==> src/rtl/ps2_key_source_pkg.sv <==
// rtl/ps2_key_source_pkg.sv - shared scancodes, ASCII codes, frame states and key lookup
package ps2_key_source_pkg;

    typedef enum logic [1:0] {
        ST_IDLE   = 2'd0,
        ST_DATA   = 2'd1,
        ST_PARITY = 2'd2,
        ST_STOP   = 2'd3
    } frame_state_t;

    localparam logic [7:0] SC_EXT     = 8'hE0;
    localparam logic [7:0] SC_BRK     = 8'hF0;
    localparam logic [7:0] SC_W       = 8'h1D;
    localparam logic [7:0] SC_S       = 8'h1B;
    localparam logic [7:0] SC_A       = 8'h1C;
    localparam logic [7:0] SC_D       = 8'h23;
    localparam logic [7:0] SC_SPACE   = 8'h29;
    localparam logic [7:0] SC_ENTER   = 8'h5A;
    localparam logic [7:0] SC_ESC     = 8'h76;
    localparam logic [7:0] SC_X_UP    = 8'h75;
    localparam logic [7:0] SC_X_DOWN  = 8'h72;
    localparam logic [7:0] SC_X_LEFT  = 8'h6B;
    localparam logic [7:0] SC_X_RIGHT = 8'h74;

    localparam logic [6:0] ASC_W     = 7'h77;
    localparam logic [6:0] ASC_S     = 7'h73;
    localparam logic [6:0] ASC_A     = 7'h61;
    localparam logic [6:0] ASC_D     = 7'h64;
    localparam logic [6:0] ASC_SPACE = 7'h20;
    localparam logic [6:0] ASC_CR    = 7'h0D;
    localparam logic [6:0] ASC_ESC   = 7'h1B;

    // Returns {hit, ascii}; hit = 0 means the code is not mapped.
    function automatic logic [7:0] lookup_key(input logic ext, input logic [7:0] code);
        logic [7:0] r;
        r = 8'h00;
        if (ext) begin
            case (code)
                SC_X_UP:    r = {1'b1, ASC_W};
                SC_X_DOWN:  r = {1'b1, ASC_S};
                SC_X_LEFT:  r = {1'b1, ASC_A};
                SC_X_RIGHT: r = {1'b1, ASC_D};
                default:    r = 8'h00;
            endcase
        end else begin
            case (code)
                SC_W:     r = {1'b1, ASC_W};
                SC_S:     r = {1'b1, ASC_S};
                SC_A:     r = {1'b1, ASC_A};
                SC_D:     r = {1'b1, ASC_D};
                SC_SPACE: r = {1'b1, ASC_SPACE};
                SC_ENTER: r = {1'b1, ASC_CR};
                SC_ESC:   r = {1'b1, ASC_ESC};
                default:  r = 8'h00;
            endcase
        end
        return r;
    endfunction

endpackage

==> src/rtl/ps2_key_source_frame_rx.sv <==
// rtl/ps2_key_source_frame_rx.sv - PS/2 pin synchronizer, falling-edge detect and frame FSM
module ps2_frame_rx
    import ps2_key_source_pkg::*;
#(
    parameter int TIMEOUT_CYCLES = 2500
) (
    input  logic       clk,
    input  logic       reset,
    input  logic       ps2_clk,
    input  logic       ps2_data,
    output logic       byte_valid,
    output logic [7:0] byte_data,
    output logic       frame_err
);

    localparam int TW = $clog2(TIMEOUT_CYCLES + 1);

    logic [2:0]   clk_sync;
    logic [1:0]   data_sync;
    logic         fall;
    logic         sdata;
    frame_state_t state;
    logic [2:0]   bit_cnt;
    logic [7:0]   shreg;
    logic         par;
    logic [TW-1:0] timer;

    // Bit 2 is the previous synchronized clock, used only for edge detection.
    always_ff @(posedge clk) begin
        if (!reset) begin
            clk_sync  <= 3'b111;
            data_sync <= 2'b11;
        end else begin
            clk_sync  <= {clk_sync[1:0], ps2_clk};
            data_sync <= {data_sync[0], ps2_data};
        end
    end

    assign fall  = clk_sync[2] & ~clk_sync[1];
    assign sdata = data_sync[1];

    always_ff @(posedge clk) begin
        if (!reset) begin
            state      <= ST_IDLE;
            bit_cnt    <= 3'd0;
            shreg      <= 8'h00;
            par        <= 1'b0;
            timer      <= '0;
            byte_valid <= 1'b0;
            byte_data  <= 8'h00;
            frame_err  <= 1'b0;
        end else begin
            byte_valid <= 1'b0;
            frame_err  <= 1'b0;
            if (fall) begin
                timer <= '0;
                case (state)
                    ST_IDLE: begin
                        if (!sdata) begin
                            state   <= ST_DATA;
                            bit_cnt <= 3'd0;
                        end else begin
                            frame_err <= 1'b1;
                        end
                    end
                    ST_DATA: begin
                        shreg   <= {sdata, shreg[7:1]};
                        bit_cnt <= bit_cnt + 3'd1;
                        if (bit_cnt == 3'd7) state <= ST_PARITY;
                    end
                    ST_PARITY: begin
                        par   <= sdata;
                        state <= ST_STOP;
                    end
                    default: begin
                        if (sdata && (^{shreg, par})) begin
                            byte_valid <= 1'b1;
                            byte_data  <= shreg;
                        end else begin
                            frame_err <= 1'b1;
                        end
                        state <= ST_IDLE;
                    end
                endcase
            end else if (state == ST_IDLE) begin
                timer <= '0;
            end else if (timer == TW'(TIMEOUT_CYCLES)) begin
                state     <= ST_IDLE;
                frame_err <= 1'b1;
                timer     <= '0;
            end else begin
                timer <= timer + TW'(1);
            end
        end
    end

endmodule

==> src/rtl/ps2_key_source.sv <==
// rtl/ps2_key_source.sv - PS/2 make-code to ASCII translator with key FIFO
module ps2_key_source
    import ps2_key_source_pkg::*;
#(
    parameter int TIMEOUT_CYCLES = 2500,
    parameter int FIFO_DEPTH     = 4
) (
    input  logic       clk,
    input  logic       reset,
    input  logic       ps2_clk,
    input  logic       ps2_data,
    output logic [7:0] keycode,
    input  logic       keystrobe,
    output logic       frame_err,
    output logic       overflow
);

    localparam int AW = (FIFO_DEPTH > 1) ? $clog2(FIFO_DEPTH) : 1;

    logic       byte_valid;
    logic [7:0] byte_data;
    logic       ext;
    logic       brk;
    logic [7:0] lk;
    logic       is_prefix;
    logic       push;
    logic       pop;
    logic       empty;
    logic       full;
    logic       wr_en;
    logic [6:0] mem [FIFO_DEPTH];
    logic [AW:0] wr_ptr;
    logic [AW:0] rd_ptr;

    ps2_frame_rx #(.TIMEOUT_CYCLES(TIMEOUT_CYCLES)) u_rx (
        .clk        (clk),
        .reset      (reset),
        .ps2_clk    (ps2_clk),
        .ps2_data   (ps2_data),
        .byte_valid (byte_valid),
        .byte_data  (byte_data),
        .frame_err  (frame_err)
    );

    assign lk        = lookup_key(ext, byte_data);
    assign is_prefix = (byte_data == SC_EXT) || (byte_data == SC_BRK);
    assign push      = byte_valid && !is_prefix && !brk && lk[7];

    always_ff @(posedge clk) begin
        if (!reset) begin
            ext <= 1'b0;
            brk <= 1'b0;
        end else if (frame_err) begin
            ext <= 1'b0;
            brk <= 1'b0;
        end else if (byte_valid) begin
            if (byte_data == SC_EXT) begin
                ext <= 1'b1;
            end else if (byte_data == SC_BRK) begin
                brk <= 1'b1;
            end else begin
                ext <= 1'b0;
                brk <= 1'b0;
            end
        end
    end

    assign empty = (wr_ptr == rd_ptr);
    assign full  = (wr_ptr[AW] != rd_ptr[AW]) && (wr_ptr[AW-1:0] == rd_ptr[AW-1:0]);
    assign pop   = keystrobe && !empty;
    // A simultaneous pop frees the head slot, so a full FIFO can still accept.
    assign wr_en = push && (!full || pop);

    always_ff @(posedge clk) begin
        if (!reset) begin
            wr_ptr   <= '0;
            rd_ptr   <= '0;
            overflow <= 1'b0;
        end else begin
            if (wr_en) begin
                mem[wr_ptr[AW-1:0]] <= lk[6:0];
                wr_ptr <= wr_ptr + 1'b1;
            end
            if (pop) rd_ptr <= rd_ptr + 1'b1;
            if (push && full && !pop) overflow <= 1'b1;
        end
    end

    assign keycode = empty ? 8'h00 : {1'b1, mem[rd_ptr[AW-1:0]]};

endmodule

==> config.mk <==
export PLATFORM = sky130hd
export DESIGN_NAME = ps2_key_source
export DESIGN_NICKNAME = d
export VERILOG_FILES = /design/src/rtl/ps2_key_source_pkg.sv /design/src/rtl/ps2_key_source_frame_rx.sv /design/src/rtl/ps2_key_source.sv
export SDC_FILE = /design/constraint.sdc
export NUM_CORES = 1
export LEC_CHECK = 0
export CAP_MARGIN = 20
export CORE_MARGIN = 5
export CORE_UTILIZATION = 45
export CTS_CLUSTER_SIZE = 12
export DETAILED_ROUTE_END_ITERATION = 8
export SYNTH_ARGS = -nofsm -noshare
export SYNTH_HDL_FRONTEND = slang
export SYNTH_SLANG_ARGS = --single-unit
==> constraint.sdc <==
create_clock -name clk -period 3.8 [get_ports clk]
set_clock_uncertainty 0.2 [all_clocks]
set_input_delay 0.95 -clock clk [delete_from_list [all_inputs] [get_ports clk]]
set_output_delay 0.95 -clock clk [all_outputs]
set_load 0.02 [all_outputs]
==> results.toml, run 1 <==
[status]
outcome = "complete, no violations"

[worst_setup_path]
startpoint_type = "register"
worstPathMaxFanout = 6
end_kind = "output port"
arrival_ns = 2.17
required_ns = 2.65
worst_r2r_endpoint = "mem[1][0]$_DFFE_PP_"
crit_type = "reg2out"
r2r_setup_slack_ns = 0.75
r2r-start = "u_rx.byte_data[2]$_SDFFE_PN0P_"
rr_worst_depth = 5
critPathCapture = "keycode[3]"

[timing]
final_max_slew_viol_count = 0
fmax_mhz = 301
slew_headroom = 0.332
min_period_over_period = 0.873
setup_tns_ns = 0
setup_slack_ns = 0.481
setup_viol = 0
tightestPinTransition_ns = 0.974
rsz0062_at_grt = "false"
finalHoldViolations = 0
whs_ns = 0.209
finalCriticalPeriod_ns = 3.32

[logic_synthesis]
synthCells = 352
synth_edf_count = 24
synth-async-reset-ratio = 0
synth_top_cell_by_area = "dfxtp_1"
netlist_area_mm2 = 0.00366
synth_cell_types = 54
synth.avg_cell_area_um2 = 10.4
synth_fp_nets = 370
yosys-top-cells-count = "dfxtp_1, nor2_1, nand2_1"
synth_top_area_frac = 0.284
synth.most_common_cell = "dfxtp_1"
synthFlopType = "dfxtp_1"
synth_seq_area_share = 0.481
yosysWarnings = 0
yosys_register_bits = 76
synthTopCellsByArea = "dfxtp_1, edfxtp_1, ha_1"

[grt]
grt_pass1_vias = 2332
grt_overflow = 0
grt_max_degree = 36
top_usage_layer = "met2"
use_met2 = 0.230
grt_use_met3 = 0.0396
grt_pass1_wl_um = 11300
antenna_found_initial = 0
grt.met1_usage = 0.179
grt_use_total = 0.141

[cts]
cts_tree = "built"
clk_pin_slew_worst_paths_ns = 0.08
h-tree-depth = 3
cts_root_buffer = "clkbuf_8"
clock_sinks = 76
ctsResizeCount = 0
clock_latency_ns = 0.35
cts_made_buffers = 9
hold_buffers = 0
postCtsSetupRepairBufs = 0
clk_path_buf_depth = 2

[routing]
wirelength_um = 6370
ant_nets = 0
vias = 2486
wire_per_inst_um = 13.4
drt_pass1_iterations = 4
via_per_inst = 5.24
drc = 0
drt_iter0_markers = 130

[layout]
nets = 382
fillerInstances = 756
final_area_mm2 = 0.00412
antenna_cells = 0
multi_input_area_mm2 = 0.00177
layout.area.seq_mm2 = 0.00176
drive_gt1_frac = 0.0976
syn_to_final_growth_pct = 12.4

[placement]
gp_congestion = 0.801
io_buffers = 14
dp_hpwl_um = 4690
dpl-instance-area_mm2 = 0.00389
place_ws_ns = 0.666

[floorplan]
die-area_mm2 = 0.0100
row_count = 33
initial_core_util = 0.455
dieHeight_um = 100
ioPinCount = 15
die_width_um = 100
coreArea_mm2 = 0.00805

[power]
powerDensity_mw_per_mm2 = 376
peakVddDrop_mv = 0.224
power.leakage_nw = 1.51

[min_path]
hold_class = "reg2reg"

[job]
maxCapViolCount = 0
==> through the flow <==
step                power (mW)  utilization  instances
floorplan                0.869            -        352
detailed placement       0.878        0.483        458
CTS                       1.57        0.511        474
global route              1.61        0.511        474
finish                    1.55        0.511        474
global placement         0.878        0.483        458
==> per-layer routing <==
metal / vias to the layer above / share of wire
met5: - / 0
met4: 0 / 0.019
met3: 9 / 0.040
met2: 36 / 0.49
met1: 1172 / 0.45
li1: 1269 / -
==> cells in the final DEF, fill, tap and decap left out, types with 2 or more instances in the layout <==
master,count
and3_1,7
clkdlybuf4s50_1,14
nor2b_1,3
nor4b_1,2
inv_1,13
a31oi_1,3
bufinv_16,2
nor2_1,33
nand2b_1,12
nand4b_1,4
xor2_1,10
nand3b_1,7
edfxtp_1,24
xnor3_1,2
ha_1,13
dfxtp_1,52
a21oi_1,9
nor3b_1,2
o32ai_1,2
a2111oi_2,3
xnor2_1,10
buf_4,4
nor3_1,2
nand2_1,31
inv_6,3
clkbuf_8,9
mux4_2,6
and2_1,10
nand3_1,16
o21ai_0,18
mux2i_1,15
o21a_1,3
==> power by group <==
group | switching, mW | internal [mW] | total [mW]
sequential | 0.00186 | 0.833 | 0.835
combinational | 0.0145 | 0.00955 | 0.0241
clock | 0.310 | 0.381 | 0.690
==> sequential cells by signal (all words and copies together) (netlist names), 2 cells and up, named ones only <==
register,cells
mem,24
u_rx.timer,12
u_rx.byte_data,8
u_rx.shreg,8
rd_ptr,3
u_rx.bit_cnt,3
u_rx.clk_sync,3
wr_ptr,3
u_rx.data_sync,2
u_rx.state,2
==> final cells by class <==
type / count / area share
Tap cell: 105 / 0.0319
Clock buffer: 9 / 0.0301
Clock inverter: 7 / 0.0255
Multi-Input combinational cell: 245 / 0.431
Inverter: 14 / 0.0128
Sequential cell: 76 / 0.428
Timing Repair Buffer: 18 / 0.0413
==> worst min-delay path by stage <==
stage / from / end / depth (start not counted)
floorplan: u_rx.clk_sync[0]$_SDFF_PN1_ / u_rx.clk_sync[1]$_SDFF_PN1_ / 1
global placement: u_rx.data_sync[0]$_SDFF_PN1_ / u_rx.data_sync[1]$_SDFF_PN1_ / 1
detailed placement: u_rx.data_sync[0]$_SDFF_PN1_ / u_rx.data_sync[1]$_SDFF_PN1_ / 1
CTS: u_rx.data_sync[0]$_SDFF_PN1_ / u_rx.data_sync[1]$_SDFF_PN1_ / 1
global route: u_rx.data_sync[0]$_SDFF_PN1_ / u_rx.data_sync[1]$_SDFF_PN1_ / 1
finish: u_rx.clk_sync[0]$_SDFF_PN1_ / u_rx.clk_sync[1]$_SDFF_PN1_ / 1
==> cells by family (layout without fill, tap and decap cells) <==
| group | after synthesis | after routing | share of synthesized area |
|---|---|---|---|
| and+or+nand+nor | 139 | 139 | 0.202 |
| AOI/OAI and AO/OA | 50 | 50 | 0.100 |
| muxes | 21 | 21 | 0.0779 |
| DFF | 76 | 76 | 0.481 |
| xor gates and xnor gates | 22 | 22 | 0.0601 |
| adders and majority gates | 13 | 13 | 0.0444 |
| buffers and inverters | 31 | 48 | 0.0348 |
==> critical path, cell delays in order, from the launching register on <==
cell and delay (ns):
dfxtp_1 0.56, mux4_2 0.56, and2_1 0.17, clkdlybuf4s50_1 0.53
Note: power is estimated with default switching activity, not from simulation.
==> run 2: changes to the inputs <==
--- a/config.mk
+++ b/config.mk
@@ -7,9 +7,10 @@
 export LEC_CHECK = 0
 export CAP_MARGIN = 20
 export CORE_MARGIN = 5
-export CORE_UTILIZATION = 45
+export CORE_UTILIZATION = 40
 export CTS_CLUSTER_SIZE = 12
 export DETAILED_ROUTE_END_ITERATION = 8
+export HOLD_SLACK_MARGIN = 0.15
 export SYNTH_ARGS = -nofsm -noshare
 export SYNTH_HDL_FRONTEND = slang
 export SYNTH_SLANG_ARGS = --single-unit
==> results.toml, run 2 (same netlist as run 1, synthesis figures left out) <==
[status]
outcome = "complete, no violations"

[routing]
drt_pass1_iterations = 5
wirelength_um = 6550
dr_wl_met3_um = 232
drc = 0
drt_iter0_markers = 119
wire_per_inst_um = 13.6
top_layer_used = "met4"
via_per_inst = 5.16
vias = 2475
wl_met2_um = 3030
ant_nets = 0
wl_met1_um = 3160

[grt]
grt_overflow = 0
grt_max_degree = 36
grt_use_total = 0.126
grt_pass1_wl_um = 11400
grt_pass1_vias = 2381
antenna_found_initial = 0

[cts]
hold_buffers = 0
clk_pin_slew_worst_paths_ns = 0.08
clk_path_buf_depth = 2
cts_made_buffers = 9
cts_tree = "built"
cts_root_buffer = "clkbuf_8"
postCtsSetupRepairBufs = 0
clock_sinks = 76
ctsResizeCount = 0
h-tree-depth = 3
clock_latency_ns = 0.34

[floorplan]
initial_core_util = 0.404
ioPinCount = 15
dieHeight_um = 106
coreArea_mm2 = 0.00906
die_width_um = 106
row_count = 35
die-area_mm2 = 0.0112

[placement]
place_ws_ns = 0.683
gp_congestion = 0.780
dp_hpwl_um = 4800
io_buffers = 14

[power]
peakVddDrop_mv = 0.206
power.leakage_nw = 1.50
powerDensity_mw_per_mm2 = 358

[timing]
setup_viol = 0
setup_tns_ns = 0
fmax_mhz = 300
final_max_slew_viol_count = 0
min_period_over_period = 0.878
setup_slack_ns = 0.464
finalCriticalPeriod_ns = 3.34
whs_ns = 0.215
slew_headroom = 0.563
finalHoldViolations = 0
tightestPinTransition_ns = 0.638
rsz0062_at_grt = "false"

[layout]
final_cell_mix = "dfxtp_1, nor2_1, nand2_1, edfxtp_1, o21ai_0"
antenna_cells = 0
largest_reg_flops = 24
nets = 382
layout_commonest_cell = "dfxtp_1"
syn_to_final_growth_pct = 11.8
drive_gt1_frac = 0.0949

[worst_setup_path]
startpoint_type = "register"
r2r_setup_slack_ns = 0.76
arrival_ns = 2.19
worstPathMaxFanout = 6
required_ns = 2.65
crit_type = "reg2out"
end_kind = "output port"

[min_path]
hold_class = "reg2reg"

[job]
maxCapViolCount = 0
[run 2: power breakdown]
| group | switching [mW] | internal [mW] | total [mW] | leakage, nW |
|---|---|---|---|---|
| clock network | 0.302 | 0.307 | 0.609 | 0.102 |
| logic | 0.0142 | 0.00956 | 0.0238 | 0.697 |
| registers | 0.00189 | 0.833 | 0.835 | 0.699 |
[run 2: final cells by class]
| cell class | instances | area, um2 |
|---|---|---|
| Clock buffer | 9 | 124 |
| Clock inverter | 7 | 73.8 |
| Fill cell | 875 | 4970 |
| Inverter | 14 | 52.6 |
| Multi-Input combinational cell | 245 | 1770 |
| Sequential cell | 76 | 1760 |
| Tap cell | 111 | 139 |
| Timing Repair Buffer | 18 | 170 |
[run 2: worst paths after layout]
check	startpoint	endpoint	cells past startpoint
hold reg to reg	u_rx.data_sync[0]$_SDFF_PN1_	u_rx.data_sync[1]$_SDFF_PN1_	1
setup reg to reg	u_rx.byte_data[3]$_SDFFE_PN0P_	mem[3][3]$_DFFE_PP_	5
setup / recovery	register	keycode[1]	3
hold / removal	u_rx.data_sync[0]$_SDFF_PN1_	u_rx.data_sync[1]$_SDFF_PN1_	1
[run 2: metrics by stage]
step                instances   util  power (mW)  cell area [um2]
finish                    480  0.452        1.47             4090
global route              480  0.452        1.53             4090
CTS                       479  0.451        1.49             4090
detailed placement        463  0.429       0.878             3890
global placement          463  0.429       0.878             3890
floorplan                 352      -       0.869             3660
[run 2: critical path: stages, from the launching register on]
cell	delay (ns)
dfxtp_1	0.58
mux4_2	0.55
and2_1	0.18
clkdlybuf4s50_1	0.53
[run 2: per-layer routing]
layer | global-route usage | up-vias
li1 | - | 1270
met1 | 0.166 | 1143
met2 | 0.199 | 49
met3 | 0.0325 | 13
met4 | 0.0509 | 0
met5 | 0 | -
